**src/rtl/sprite_pkg.sv**
```systemverilog
// Shared types for the sprite fetch scheduler.
// Object kinds, sprite geometry and the object-table entry.
package sprite_pkg;

    localparam int NUM_SLOTS = 8;
    localparam int SLOT_W    = $clog2(NUM_SLOTS);

    typedef enum logic [3:0] {
        KIND_NONE  = 4'd0,
        KIND_MARIO = 4'd1,
        KIND_BLOCK = 4'd2,
        KIND_COIN  = 4'd3,
        KIND_BRICK = 4'd4,
        KIND_DIG0  = 4'd5,
        KIND_DIG1  = 4'd6,
        KIND_DIG2  = 4'd7,
        KIND_DIG3  = 4'd8
    } sprite_kind_t;

    localparam logic [5:0] MARIO_W = 6'd26;
    localparam logic [5:0] MARIO_H = 6'd32;
    localparam logic [5:0] COIN_W  = 6'd28;
    localparam logic [5:0] COIN_H  = 6'd32;
    localparam logic [5:0] TILE_W  = 6'd32;
    localparam logic [5:0] TILE_H  = 6'd32;

    typedef struct packed {
        sprite_kind_t kind;
        logic [9:0]   x;
        logic [9:0]   y;
    } obj_t;

    // Encodings above DIG3 are unused and behave as an empty slot.
    function automatic sprite_kind_t kind_norm(input logic [3:0] k);
        sprite_kind_t r;
        if (k > 4'd8) r = KIND_NONE;
        else          r = sprite_kind_t'(k);
        return r;
    endfunction

    function automatic logic [5:0] kind_w(input sprite_kind_t k);
        logic [5:0] w;
        case (k)
            KIND_MARIO: w = MARIO_W;
            KIND_COIN:  w = COIN_W;
            default:    w = TILE_W;
        endcase
        return w;
    endfunction

    function automatic logic [5:0] kind_h(input sprite_kind_t k);
        logic [5:0] h;
        case (k)
            KIND_MARIO: h = MARIO_H;
            KIND_COIN:  h = COIN_H;
            default:    h = TILE_H;
        endcase
        return h;
    endfunction

endpackage

```
**src/rtl/sprite_slot_match.sv**
```systemverilog
// Per-slot coverage test, priority pick and ROM address for one pixel.
// Purely combinational; the caller registers the result.
module sprite_slot_match
    import sprite_pkg::*;
(
    input  obj_t [NUM_SLOTS-1:0] tbl,
    input  logic [9:0]           pix_x,
    input  logic [9:0]           pix_y,
    output logic                 hit,
    output sprite_kind_t         kind,
    output logic [9:0]           addr
);

    logic [NUM_SLOTS-1:0] slot_hit;
    logic [4:0]           row [NUM_SLOTS];
    logic [4:0]           col [NUM_SLOTS];
    logic [SLOT_W-1:0]    sel;

    // 11-bit bounds keep a sprite near x=1023 from wrapping to x=0.
    always_comb begin
        for (int i = 0; i < NUM_SLOTS; i++) begin
            slot_hit[i] = (tbl[i].kind != KIND_NONE)
                && ({1'b0, pix_x} >= {1'b0, tbl[i].x})
                && ({1'b0, pix_x} <
                    {1'b0, tbl[i].x} + {5'd0, kind_w(tbl[i].kind)})
                && ({1'b0, pix_y} >= {1'b0, tbl[i].y})
                && ({1'b0, pix_y} <
                    {1'b0, tbl[i].y} + {5'd0, kind_h(tbl[i].kind)});
            col[i] = pix_x[4:0] - tbl[i].x[4:0];
            row[i] = pix_y[4:0] - tbl[i].y[4:0];
        end
    end

    always_comb begin
        hit = 1'b0;
        sel = '0;
        for (int i = NUM_SLOTS - 1; i >= 0; i--) begin
            if (slot_hit[i]) begin
                hit = 1'b1;
                sel = i[SLOT_W-1:0];
            end
        end
    end

    always_comb begin
        kind = KIND_NONE;
        addr = '0;
        if (hit) begin
            kind = tbl[sel].kind;
            addr = {5'd0, row[sel]} * {4'd0, kind_w(tbl[sel].kind)}
                 + {5'd0, col[sel]};
        end
    end

endmodule

```
**src/rtl/sprite_fetch_sched.sv**
```systemverilog
// Sprite fetch scheduler: double-buffered object table feeding a
// three-stage lookup / ROM fetch / palette-select pipeline.
module sprite_fetch_sched
    import sprite_pkg::*;
(
    input  logic       clk,
    input  logic       reset_n,
    input  logic       obj_we,
    input  logic [2:0] obj_idx,
    input  logic [3:0] obj_kind,
    input  logic [9:0] obj_x,
    input  logic [9:0] obj_y,
    input  logic       obj_commit,
    input  logic       frame_start,
    input  logic       pix_req,
    input  logic [9:0] pix_x,
    input  logic [9:0] pix_y,
    output logic [9:0] rom_addr,
    input  logic [2:0] mario_q,
    input  logic [1:0] block_q,
    input  logic [1:0] coin_q,
    input  logic [2:0] brick_q,
    input  logic [7:0] digit_q,
    output logic       pix_valid,
    output logic       pix_hit,
    output logic [3:0] pix_kind,
    output logic [2:0] pix_idx,
    output logic       commit_pending
);

    obj_t [NUM_SLOTS-1:0] shadow_tbl;
    obj_t [NUM_SLOTS-1:0] active_tbl;
    obj_t                 wr_obj;
    logic                 do_copy;

    assign do_copy = frame_start & (commit_pending | obj_commit);
    assign wr_obj  = '{kind: kind_norm(obj_kind), x: obj_x, y: obj_y};

    // The copy reads shadow before a same-edge write lands in it.
    always_ff @(posedge clk or negedge reset_n) begin
        if (!reset_n) begin
            shadow_tbl     <= '0;
            active_tbl     <= '0;
            commit_pending <= 1'b0;
        end else begin
            if (do_copy)
                active_tbl <= shadow_tbl;
            if (obj_we)
                shadow_tbl[obj_idx] <= wr_obj;
            commit_pending <= do_copy ? 1'b0
                                      : (commit_pending | obj_commit);
        end
    end

    logic         m_hit;
    sprite_kind_t m_kind;
    logic [9:0]   m_addr;

    sprite_slot_match u_match (
        .tbl   (active_tbl),
        .pix_x (pix_x),
        .pix_y (pix_y),
        .hit   (m_hit),
        .kind  (m_kind),
        .addr  (m_addr)
    );

    logic         s1_valid;
    logic         s2_valid;
    sprite_kind_t s1_kind;
    sprite_kind_t s2_kind;

    always_ff @(posedge clk or negedge reset_n) begin
        if (!reset_n) begin
            rom_addr <= '0;
            s1_valid <= 1'b0;
            s1_kind  <= KIND_NONE;
            s2_valid <= 1'b0;
            s2_kind  <= KIND_NONE;
        end else begin
            s1_valid <= pix_req;
            if (pix_req) begin
                rom_addr <= m_addr;
                s1_kind  <= m_hit ? m_kind : KIND_NONE;
            end
            s2_valid <= s1_valid;
            s2_kind  <= s1_kind;
        end
    end

    logic [2:0] q_sel;
    logic       opaque;

    always_comb begin
        q_sel = '0;
        case (s2_kind)
            KIND_MARIO: q_sel = mario_q;
            KIND_BLOCK: q_sel = {1'b0, block_q};
            KIND_COIN:  q_sel = {1'b0, coin_q};
            KIND_BRICK: q_sel = brick_q;
            KIND_DIG0:  q_sel = {1'b0, digit_q[1:0]};
            KIND_DIG1:  q_sel = {1'b0, digit_q[3:2]};
            KIND_DIG2:  q_sel = {1'b0, digit_q[5:4]};
            KIND_DIG3:  q_sel = {1'b0, digit_q[7:6]};
            default:    q_sel = '0;
        endcase
    end

    // Index 0 is transparent; no fall-through to lower slots.
    assign opaque = s2_valid & (q_sel != 3'd0);

    always_ff @(posedge clk or negedge reset_n) begin
        if (!reset_n) begin
            pix_valid <= 1'b0;
            pix_hit   <= 1'b0;
            pix_kind  <= KIND_NONE;
            pix_idx   <= '0;
        end else begin
            pix_valid <= s2_valid;
            pix_hit   <= opaque;
            pix_kind  <= opaque ? s2_kind : KIND_NONE;
            pix_idx   <= opaque ? q_sel : 3'd0;
        end
    end

endmodule
```
**config.mk**
```make
export PLATFORM = sky130hd
export DESIGN_NAME = sprite_fetch_sched
export DESIGN_NICKNAME = d
export VERILOG_FILES = /design/src/rtl/sprite_pkg.sv /design/src/rtl/sprite_slot_match.sv /design/src/rtl/sprite_fetch_sched.sv
export SDC_FILE = /design/constraint.sdc
export NUM_CORES = 1
export LEC_CHECK = 0
export ABC_CLOCK_PERIOD_IN_PS = 10100
export BUFFER_PORTS_ARGS = -buffer_cell sky130_fd_sc_hd__buf_2
export CORE_UTILIZATION = 30
export CTS_CLUSTER_SIZE = 8
export DETAILED_ROUTE_END_ITERATION = 6
export PLACE_DENSITY = 0.52
export SETUP_SLACK_MARGIN = 0.15
export SKIP_LAST_GASP = 1
export SYNTH_ARGS = -nofsm -noshare
export SYNTH_HDL_FRONTEND = slang
export SYNTH_HIERARCHICAL = 1
export SYNTH_SLANG_ARGS = --single-unit
```
**constraint.sdc**
```tcl
create_clock -name clk -period 10.1 [get_ports clk]
set_input_delay 0.505 -clock clk [delete_from_list [all_inputs] [get_ports clk]]
set_output_delay 0.505 -clock clk [all_outputs]
set_load 0.01 [all_outputs]
```
==> metrics.yaml, run 1 <==
post_route_ant_nets: 0
ios: 91
grt_start_max_net_pins: 126
grt_setup_unrepaired: "no"
synth_warnings: 6
power_leakage_nw: 14.86
drt_iter0_drc: 1323
die_w_um: 306.5
clock_sink_count: 414
layout.cell_area.non_filler_um2: 31360
final_net_count: 3252
first_global_vias: 20300
hold_class: "in -> reg"
wl_met1_um: 38210
outcome: "completed"
timing.critical_path.to: "rom_addr[9]"
cts_htree_levels: 2
worst-slew-pin-transition_ps: 1159
cp-end-kind: "register"
hold_viol: 0
synthToLayoutAreaGrowth_pct: 12.75
synthDistinctLibCells: 93
timing.final.max_slew_violations: 0
chipHeight_um: 306.5
placement_rows: 111
pwr-share-comb_pct: 48.3
dieArea_um2: 93940
period_needed_ps: 9356
power.share.switching_pct: 40.67
clk-insertion-delay-late_ps: 630
clkPwrFrac_pct: 22.4
layout_setup_ws_ps: 744.5
most_frequent_cells_after_synthesis: "414 x sky130_fd_sc_hd__dfrtp_1, 337 x sky130_fd_sc_hd__ha_1, 312 x sky130_fd_sc_hd__mux2_2"
routed_via_density: 4.995
highest_metal_layer_with_signal_wires: "met4"
timing.setup.tns_ps: 0
timing.max_cap.violations: 0
met3_wire_length_um: 3308
cts_buffer_depth: 3
clk_slew_on_worst_s_h_paths_ps: 50
setup.worst_path.class: "reg -> reg"
grt_pass1_wl_um: 127800
routed_wl_um: 83560
first_pass_iters: 5
drive_gt1_share_pct: 19.04
ys_seq_elements: 414
yosysSeqAreaShare_pct: 37.25
start_util_pct: 30.30
ys_async_sr_fraction_pct: 100.0
critPathTopFamily: "compound AO/OA/AOI/OAI gates"
worst-path-buf-inv: 4
final_min_period_over_clock_period_pct: 92.63
cp.arrival_ps: 9840
worstPathMaxFanout: 22
cts_tree: "done"
critPathMaxStageDelay_ps: 540
core_footprint_um2: 91800
grt.total_usage_pct: 17.93
dpl.hpwl_um: 61700
synth_area_leader_cell: "sky130_fd_sc_hd__dfrtp_1"
cp-startpoint: "active_tbl[191]"
cts.root.buffer_cell: "sky130_fd_sc_hd__clkbuf_16"
synth.net_count: 3143
fmax_mhz: 106.9
whs_ps: 80.76
number_of_flops_mapped_to_enable_cells_by_yosys: 0
post-cts-setup-buffers: 0
dominantRegCellSynth: "sky130_fd_sc_hd__dfrtp_1"
synthCells: 2699
wl_per_cell_um: 20.57
netlist_top_cells_area: "sky130_fd_sc_hd__dfrtp_1 37%, sky130_fd_sc_hd__ha_1 15%, sky130_fd_sc_hd__mux2_2 13%"
dpl_worst_slack_ps: 655.7
rr_startpoint: "active_tbl[191]"
ff2ff_path_depth: 39
finalSetupViolations: 0
antenna_violations_before_repair: 2
syn_avg_cell_area_um2: 10.31
ir_drop_uv: 170.3
internal-power_mw: 4.770
detailed_place.area_um2: 29710
yosys.area.top_type_share_pct: 37.25
r2r_end: "rom_addr[9]"
vias: 20293
crit_path_top_delay_cell: "sky130_fd_sc_hd__fa_1"
power.switching_mw: 3.270
relative_slew_slack_pct: 22.72
detailroute.wirelength.met2_um: 39450
worstSetupPathDepth: 39
regToRegSetupSlack_ps: 740
timing.critical_path.from_type: "register"
fin_worst_skew_ps: 30.37
remaining_drc_errors: 0
cts-buffers-inserted: 59
path_common_cell: "sky130_fd_sc_hd__a21oi_1"
port_buffers: 90
p_seq_share_pct: 29.4
num_antenna_cells: 0
synth_most_common_cell: "sky130_fd_sc_hd__dfrtp_1"
areal_power_density_over_the_cells_nw_per_um2: 256.4
final_replace_weighted_congestion: 0.9452
grt_remaining_overflow: 0
worstPathRequired_ps: 10590
post_synth_instance_area_um2: 27810
-- flip-flops by register name, summed over array words and instances, names as in the netlist --
| name | flops |
|---|---|
| s2_kind | 4 |
| commit_pending | 1 |
| s1_valid | 1 |
| s1_kind | 4 |
| active_tbl | 192 |
| s2_valid | 1 |
| pix_valid | 1 |
| rom_addr | 10 |
| pix_idx | 3 |
| shadow_tbl | 192 |
| pix_kind | 4 |
| pix_hit | 1 |
-- stage by stage --
step	util, %	cells	power [mW]
floorplan	-	2699	5.041
global placement	32.37	3989	6.217
detailed placement	32.37	3989	6.222
CTS	34.15	4063	8.085
global route	34.16	4063	8.656
finish	34.16	4063	8.040
-- worst reg2reg max path, delay by kind of cell (launching register included) --
family                   cells  cell delay (ps)
AO/OA/AOI/OAI               20             4360
flip-flops                   1              390
adder cells (fa/ha/maj)      6             2400
AND/OR/NAND/NOR              6              880
multiplexers                 1              260
XOR/XNOR                     2              340
buffers and inverters        4              530
-- final cells by class --
type	instances	area [um^2]
tap	1243	1555
clock inverter	4	56.30
sequential	414	10360
fill	9410	60440
multi-input combinational	1965	16190
timing repair buffer	119	700.7
inverter	249	934.6
clock buffer	69	1565
-- cell families after synthesis --
group | Yosys count | share of synthesized area [%]
AO/OA/AOI/OAI | 494 | 12.04
buffers and inverters | 320 | 4.633
adder cells (fa/ha/maj) | 373 | 17.75
AND/OR/NAND/NOR | 635 | 10.84
multiplexers | 335 | 13.46
flip-flops | 414 | 37.25
XOR/XNOR | 128 | 4.031
-- metal layers --
layer	track usage, %	vias up
met3	2.095	121
met5	0	-
met2	30.08	405
met4	5.698	0
met1	24.00	10022
li1	-	9745
-- worst min path at each step --
stage,depth (start not counted),start,to
finish,2,frame_start,commit_pending
global route,2,frame_start,commit_pending
CTS,2,frame_start,commit_pending
detailed placement,0,s1_valid,s2_valid
global placement,0,s1_valid,s2_valid
floorplan,0,reset_n,active_tbl[0]
-- power groups by stage --
stage	combinational (mW)	sequential [mW]	clock, mW
global placement	3.83	2.39	0
floorplan	2.79	2.25	0
CTS	3.86	2.37	1.86
detailed placement	3.83	2.39	0
global route	4.31	2.42	1.93
finish	3.88	2.36	1.80
-- timing repair --
item                                    4_1_cts  5_1_grt
hold buffers                                  1        0
gates resized for setup                       0        6
hold endpoints to repair                     91        0
endpoints found under the setup margin        0        1
-- placed cells by master (no fill, tap or decap), types with 22 or more instances in the layout --
cell and count:
sky130_fd_sc_hd__a211oi_1 33, sky130_fd_sc_hd__a21o_1 63, sky130_fd_sc_hd__a21oi_1 117, sky130_fd_sc_hd__buf_2 89, sky130_fd_sc_hd__buf_4 25, sky130_fd_sc_hd__clkbuf_16 60
sky130_fd_sc_hd__dfrtp_1 414, sky130_fd_sc_hd__fa_1 36, sky130_fd_sc_hd__ha_1 337, sky130_fd_sc_hd__inv_1 248, sky130_fd_sc_hd__mux2_2 312, sky130_fd_sc_hd__mux2i_1 23
sky130_fd_sc_hd__nand2_1 290, sky130_fd_sc_hd__nand2b_1 39, sky130_fd_sc_hd__nand3_1 56, sky130_fd_sc_hd__nor2_1 95, sky130_fd_sc_hd__nor2b_1 26, sky130_fd_sc_hd__nor3_1 22
sky130_fd_sc_hd__o211ai_1 26, sky130_fd_sc_hd__o21ai_0 110, sky130_fd_sc_hd__xnor2_1 93, sky130_fd_sc_hd__xor2_1 35
Power figures use the tool's default switching activity.
==> run 2: changes to the inputs <==
--- a/config.mk
+++ b/config.mk
@@ -5,6 +5,7 @@
 export SDC_FILE = /design/constraint.sdc
 export NUM_CORES = 1
 export LEC_CHECK = 0
+export ABC_AREA = 1
 export ABC_CLOCK_PERIOD_IN_PS = 10100
 export BUFFER_PORTS_ARGS = -buffer_cell sky130_fd_sc_hd__buf_2
 export CORE_UTILIZATION = 30
==> metrics.yaml, run 2 <==
ff2ff_path_depth: 51  # +31%
dieArea_um2: 96300  # +2.5%
chipHeight_um: 310.3  # +1.3%
grt_remaining_overflow: 0  # unchanged
timing.max_cap.violations: 0  # unchanged
worstPathMaxFanout: 42  # +91%
timing.final.max_slew_violations: 0  # unchanged
remaining_drc_errors: 0  # unchanged
cts_resized: 0  # unchanged
synth_warnings: 6  # unchanged
hold_end: "commit_pending"
post-place-cells: 4831  # +21%
grt.total_usage_pct: 17.98  # +0.051 points
cts_tree: "done"
final_min_period_over_clock_period_pct: 88.94  # -3.7 points
cts.root.buffer_cell: "sky130_fd_sc_hd__clkbuf_16"
syn_avg_cell_area_um2: 7.942  # -23%
most_frequent_cells_after_synthesis: "785 x sky130_fd_sc_hd__nand2_1, 551 x sky130_fd_sc_hd__inv_1, 417 x sky130_fd_sc_hd__o21ai_0"
first_pass_iters: 5  # unchanged
yosys.area.top_type_share_pct: 36.33  # -0.92 points
final_replace_weighted_congestion: 0.8874  # -6.1%
port_buffers: 90  # unchanged
relative_slew_slack_pct: 26.93  # +4.2 points
ys_async_sr_fraction_pct: 100.0  # unchanged
cts-buffers-inserted: 61  # +3.4%
rr_startpoint: "active_tbl[143]"
synthCells: 3591  # +33%
core_footprint_um2: 93750  # +2.1%
grt_pass1_wl_um: 132700  # +3.9%
timing.critical_path.from_type: "register"
cp-end-kind: "register"
hold_path_depth: 2  # unchanged
antenna_violations_before_repair: 5  # +3
worstPathRequired_ps: 10640  # +50 ps
worst-slew-pin-transition_ps: 1093  # -65.84 ps
top_library_cells_by_usage_in_the_layout_fill_and_taps_aside: "785 x sky130_fd_sc_hd__nand2_1, 551 x sky130_fd_sc_hd__inv_1, 417 x sky130_fd_sc_hd__o21ai_0"
first_global_vias: 22226  # +9.5%
grt_start_max_net_pins: 137  # +8.7%
routed_via_density: 4.690  # -6.1%
finalSetupViolations: 0  # unchanged
cts_htree_levels: 2  # unchanged
ir_drop_uv: 145.8  # -14%
drive_gt1_share_pct: 7.110  # -12 points
layout_setup_ws_ps: 1117  # +372.7 ps
number_of_flops_mapped_to_enable_cells_by_yosys: 0  # unchanged
totalPowerFinal_mw: 7.987  # -0.65%
layout.cell_area.non_filler_um2: 31740  # +1.2%
r2r_end: "rom_addr[9]"
clock_sink_count: 414  # unchanged
crit_path_top_delay_cell: "sky130_fd_sc_hd__fa_1"
outcome: "completed"
vias: 23035  # +14%
post_synth_instance_area_um2: 28520  # +2.5%
start_util_pct: 30.42  # +0.12 points
fin_worst_skew_ps: 52.61  # +22.23 ps
dpl.hpwl_um: 62000  # +0.49%
final_net_count: 4085  # +26%
post_route_ant_nets: 0  # unchanged
dpl_worst_slack_ps: 1158  # +501.9 ps
final_common_cell: "sky130_fd_sc_hd__nand2_1"
placement_rows: 112  # +0.90%
detailed_place.area_um2: 30000  # +0.96%
synth.net_count: 4035  # +28%
grt_setup_unrepaired: "no"
ys_seq_elements: 414  # unchanged
critPathTopFamily: "simple AND/OR/NAND/NOR gates"
dominantRegCellSynth: "sky130_fd_sc_hd__dfrtp_1"
regToRegSetupSlack_ps: 1120  # +370 ps
synthToLayoutAreaGrowth_pct: 11.28
largest_registers: "active_tbl: 192 flops, shadow_tbl: 192 flops, rom_addr: 10 flops"
hold_class: "in -> reg"
period_needed_ps: 8983  # -372.7 ps
netlist_top_cells_area: "sky130_fd_sc_hd__dfrtp_1 36%, sky130_fd_sc_hd__ha_1 15%, sky130_fd_sc_hd__nand2_1 10%"
routed_wl_um: 84610  # +1.3%
ios: 91  # unchanged
die_w_um: 310.3  # +1.3%
timing.setup.tns_ps: 0  # unchanged
fin_cells: 4912  # +21%
clk_slew_on_worst_s_h_paths_ps: 60  # about the same
yosysSeqAreaShare_pct: 36.33  # -0.92 points
fmax_mhz: 111.3  # +4.1%
clk-insertion-delay-late_ps: 680  # +50 ps
timing.hold.worst.start: "frame_start"
drt_iter0_drc: 1542  # +17%
cts_buffer_depth: 3  # unchanged
synthDistinctLibCells: 59  # -37%
areal_power_density_over_the_cells_nw_per_um2: 251.7  # -1.8%
power_leakage_nw: 15.57  # +4.8%
worst-path-buf-inv: 7  # +3
setup.worst_path.class: "reg -> reg"
wl_per_cell_um: 17.22  # -16%
hold_viol: 0  # unchanged
critPathMaxStageDelay_ps: 540  # about the same
path_common_cell: "sky130_fd_sc_hd__nand2_1"
cp.arrival_ps: 9520  # -320 ps
synth_area_leader_cell: "sky130_fd_sc_hd__dfrtp_1"
synth_most_common_cell: "sky130_fd_sc_hd__nand2_1"
==> run 2: cell families after synthesis <==
group           count (synthesis)  share of synthesized area [%]
compound gates                716                          13.32
xor+xnor                      122                          3.747
fa+ha+maj                     373                          17.31
buf+inv                       687                          10.05
flops                         414                          36.33
mux                            13                         0.5133
simple gates                 1266                          18.73
==> run 2: worst max-delay path by stage <==
stage / from / end / slack, ps / cells after the start
after global placement: active_tbl[191] / rom_addr[9] / 1180 / 51
after CTS: active_tbl[191] / rom_addr[9] / 1130 / 51
final: active_tbl[143] / rom_addr[9] / 1120 / 51
after detailed placement: active_tbl[191] / rom_addr[9] / 1160 / 51
after floorplan: active_tbl[191] / rom_addr[9] / 2790 / 52
after global routing: active_tbl[142] / rom_addr[9] / 300 / 52
==> run 2: layout make-up <==
class	instances	area (um^2)
antenna	1	2.502
fill	9910	62010
multi-input combinational	2490	15340
clock inverter	8	108.9
sequential	414	10360
inverter	565	2121
clock buffer	71	1614
tap	1254	1569
timing repair buffer	109	618.1
==> run 2: metal layers <==
layer	part of all wire (%)	global-route usage, %
met3	4.3	2.479
met1	51	26.49
met4	2.0	3.975
met5	0	0
met2	43	27.66
==> run 2: power breakdown <==
part	internal (mW)	total [mW]	switching, mW	leakage, nW
clock network	1.13	1.91	0.783	0.846
registers	2.01	2.26	0.253	5.11
logic	1.37	3.81	2.44	9.62
==> run 2: through the flow <==
step / util, % / hold WS [ps]
6_report: 33.85 / 60.39
5_1_grt: 33.85 / 39.12
4_1_cts: 33.85 / 4.445
3_5_place_dp: 32.00 / 336.5
3_3_place_gp: 32.00 / 331.7
2_1_floorplan: - / 209.4
==> run 2: timing repair <==
action | CTS | global route
buffers inserted | 0 | 0
hold buffers | 1 | 0
hold endpoints to repair | 71 | 0
==> run 3: changes to the inputs <==
--- a/config.mk
+++ b/config.mk
@@ -5,9 +5,9 @@
 export SDC_FILE = /design/constraint.sdc
 export NUM_CORES = 1
 export LEC_CHECK = 0
-export ABC_AREA = 1
 export ABC_CLOCK_PERIOD_IN_PS = 10100
 export BUFFER_PORTS_ARGS = -buffer_cell sky130_fd_sc_hd__buf_2
+export CAP_MARGIN = 20
 export CORE_UTILIZATION = 30
 export CTS_CLUSTER_SIZE = 8
 export DETAILED_ROUTE_END_ITERATION = 6
==> metrics.yaml, run 3 (same netlist as run 1, synthesis figures left out) <==
timing.critical_path.to: "rom_addr[9]"
grt_remaining_overflow: 0  # unchanged
drt_iter0_drc: 1252  # -19%
cp-startpoint: "active_tbl[191]"
dpl.hpwl_um: 61700  # -0.49%
worst-slew-pin-transition_ps: 1167  # +73.42 ps
final_common_cell: "sky130_fd_sc_hd__dfrtp_1"
period_needed_ps: 9337  # +354.3 ps
relative_slew_slack_pct: 22.21  # -4.7 points
setup.worst_path.class: "reg -> reg"
ios: 91  # unchanged
ff2ff_path_depth: 39  # -24%
first_global_vias: 20300  # -8.7%
cts_htree_levels: 2  # unchanged
wl_per_cell_um: 20.57  # +19%
outcome: "completed"
ir_drop_uv: 166.7  # +14%
drive_gt1_share_pct: 19.07  # +12 points
clock_sink_count: 414  # unchanged
grt.total_usage_pct: 17.93  # -0.051 points
remaining_drc_errors: 0  # unchanged
antenna_violations_before_repair: 2  # -3
first_pass_iters: 5  # unchanged
worstSetupPathDepth: 39  # -24%
cts_buffer_depth: 3  # unchanged
top_library_cells_by_usage_in_the_layout_fill_and_taps_aside: "414 x sky130_fd_sc_hd__dfrtp_1, 337 x sky130_fd_sc_hd__ha_1, 312 x sky130_fd_sc_hd__mux2_2"
worst-path-buf-inv: 4  # -3
fin_worst_skew_ps: 29.03  # -23.58 ps
critPathTopFamily: "compound AO/OA/AOI/OAI gates"
routed_wl_um: 83610  # -1.2%
port_buffers: 90  # unchanged
worstPathRequired_ps: 10590  # -50 ps
timing.critical_path.from_type: "register"
grt_pass1_wl_um: 127800  # -3.7%
cts.root.buffer_cell: "sky130_fd_sc_hd__clkbuf_16"
timing.final.max_slew_violations: 0  # unchanged
critPathMaxStageDelay_ps: 540  # about the same
clk-insertion-delay-late_ps: 620  # -60 ps
timing.setup.tns_ps: 0  # unchanged
rr_startpoint: "active_tbl[191]"
final_replace_weighted_congestion: 0.9452  # +6.5%
worstPathMaxFanout: 22  # -48%
areal_power_density_over_the_cells_nw_per_um2: 256.0  # +1.7%
start_util_pct: 30.30  # -0.12 points
chipHeight_um: 306.5  # -1.2%
grt_start_max_net_pins: 126  # -8.0%
hold_viol: 0  # unchanged
placement_rows: 111  # -0.89%
grt_setup_unrepaired: "no"
core_footprint_um2: 91800  # -2.1%
path_common_cell: "sky130_fd_sc_hd__a21oi_1"
final_net_count: 3253  # -20%
finalSetupViolations: 0  # unchanged
timing.max_cap.violations: 0  # unchanged
dieArea_um2: 93940  # -2.5%
die_w_um: 306.5  # -1.2%
post_route_ant_nets: 0  # unchanged
num_antenna_cells: 0  # -1
regToRegSetupSlack_ps: 760  # -350 ps
largest_registers: "active_tbl: 192 flops, shadow_tbl: 192 flops, rom_addr: 10 flops"
r2r_end: "rom_addr[9]"
totalPowerFinal_mw: 8.034  # +0.59%
cts-buffers-inserted: 59  # -3.3%
vias: 20360  # -12%
final_min_period_over_clock_period_pct: 92.45  # +3.5 points
synthToLayoutAreaGrowth_pct: 12.84
routed_via_density: 5.010  # +6.8%
hold_class: "in -> reg"
fmax_mhz: 107.1  # -3.8%
clk_slew_on_worst_s_h_paths_ps: 50  # about the same
power_leakage_nw: 14.87  # -4.5%
crit_path_top_delay_cell: "sky130_fd_sc_hd__fa_1"
cts_tree: "done"
cp-end-kind: "register"
cp.arrival_ps: 9820  # +300 ps
run 3: how the worst min path moves through the flow:
| stage | start | to | slack, ps | cells after the start |
|---|---|---|---|---|
| final | frame_start | commit_pending | 80 | 2 |
| after global routing | frame_start | commit_pending | 60 | 2 |
| after CTS | frame_start | commit_pending | 40 | 2 |
| after detailed placement | s1_valid | s2_valid | 340 | 0 |
| after global placement | s1_valid | s2_valid | 330 | 0 |
| after floorplan | reset_n | active_tbl[0] | 210 | 0 |
run 3: per-stage QoR:
| stage | hold slack [ps] | util, % | instances | area [um^2] | worst slack (ps) |
|---|---|---|---|---|---|
| 6_report | 81.92 | 34.19 | 4064 | 31390 | 763.0 |
| 5_1_grt | 58.47 | 34.19 | 4064 | 31390 | 168.0 |
| 4_1_cts | 36.91 | 34.15 | 4063 | 31350 | 645.3 |
| 3_5_place_dp | 337.1 | 32.37 | 3989 | 29710 | 655.7 |
| 3_3_place_gp | 332.3 | 32.37 | 3989 | 29710 | 762.2 |
| 2_1_floorplan | 209.4 | - | 2699 | 27810 | 1697 |
run 3: report_power, final:
group | total (mW) | internal [mW] | switching, mW
combinational | 3.87 | 1.66 | 2.21
sequential | 2.36 | 2.04 | 0.322
clock | 1.80 | 1.07 | 0.730
run 3: cell type report:
type	instances	area [um^2]
repair buffers	120	725.7
clock inverters	4	56.30
multi-input cells	1965	16190
well taps	1243	1555
flip-flops and latches	414	10360
fillers	9407	60420
inverters	249	934.6
clock buffers	69	1565
run 3: layer usage:
| metal | wire length (um) | share of wire, % | vias to the layer above | global-route usage, % |
|---|---|---|---|---|
| met1 | 38220 | 46 | 10062 | 24.00 |
| met3 | 3322 | 4.0 | 124 | 2.095 |
| met4 | 2629 | 3.1 | 0 | 5.698 |
| met2 | 39440 | 47 | 426 | 30.08 |
| li1 | - | - | 9748 | - |
| met5 | 0 | 0 | - | 0 |
run 3: repair_timing:
item,in CTS,in global routing
hold endpoints to repair,91,0
setup endpoints to repair,0,1
hold buffers,1,0
resized for setup,0,6
buffers inserted,0,0
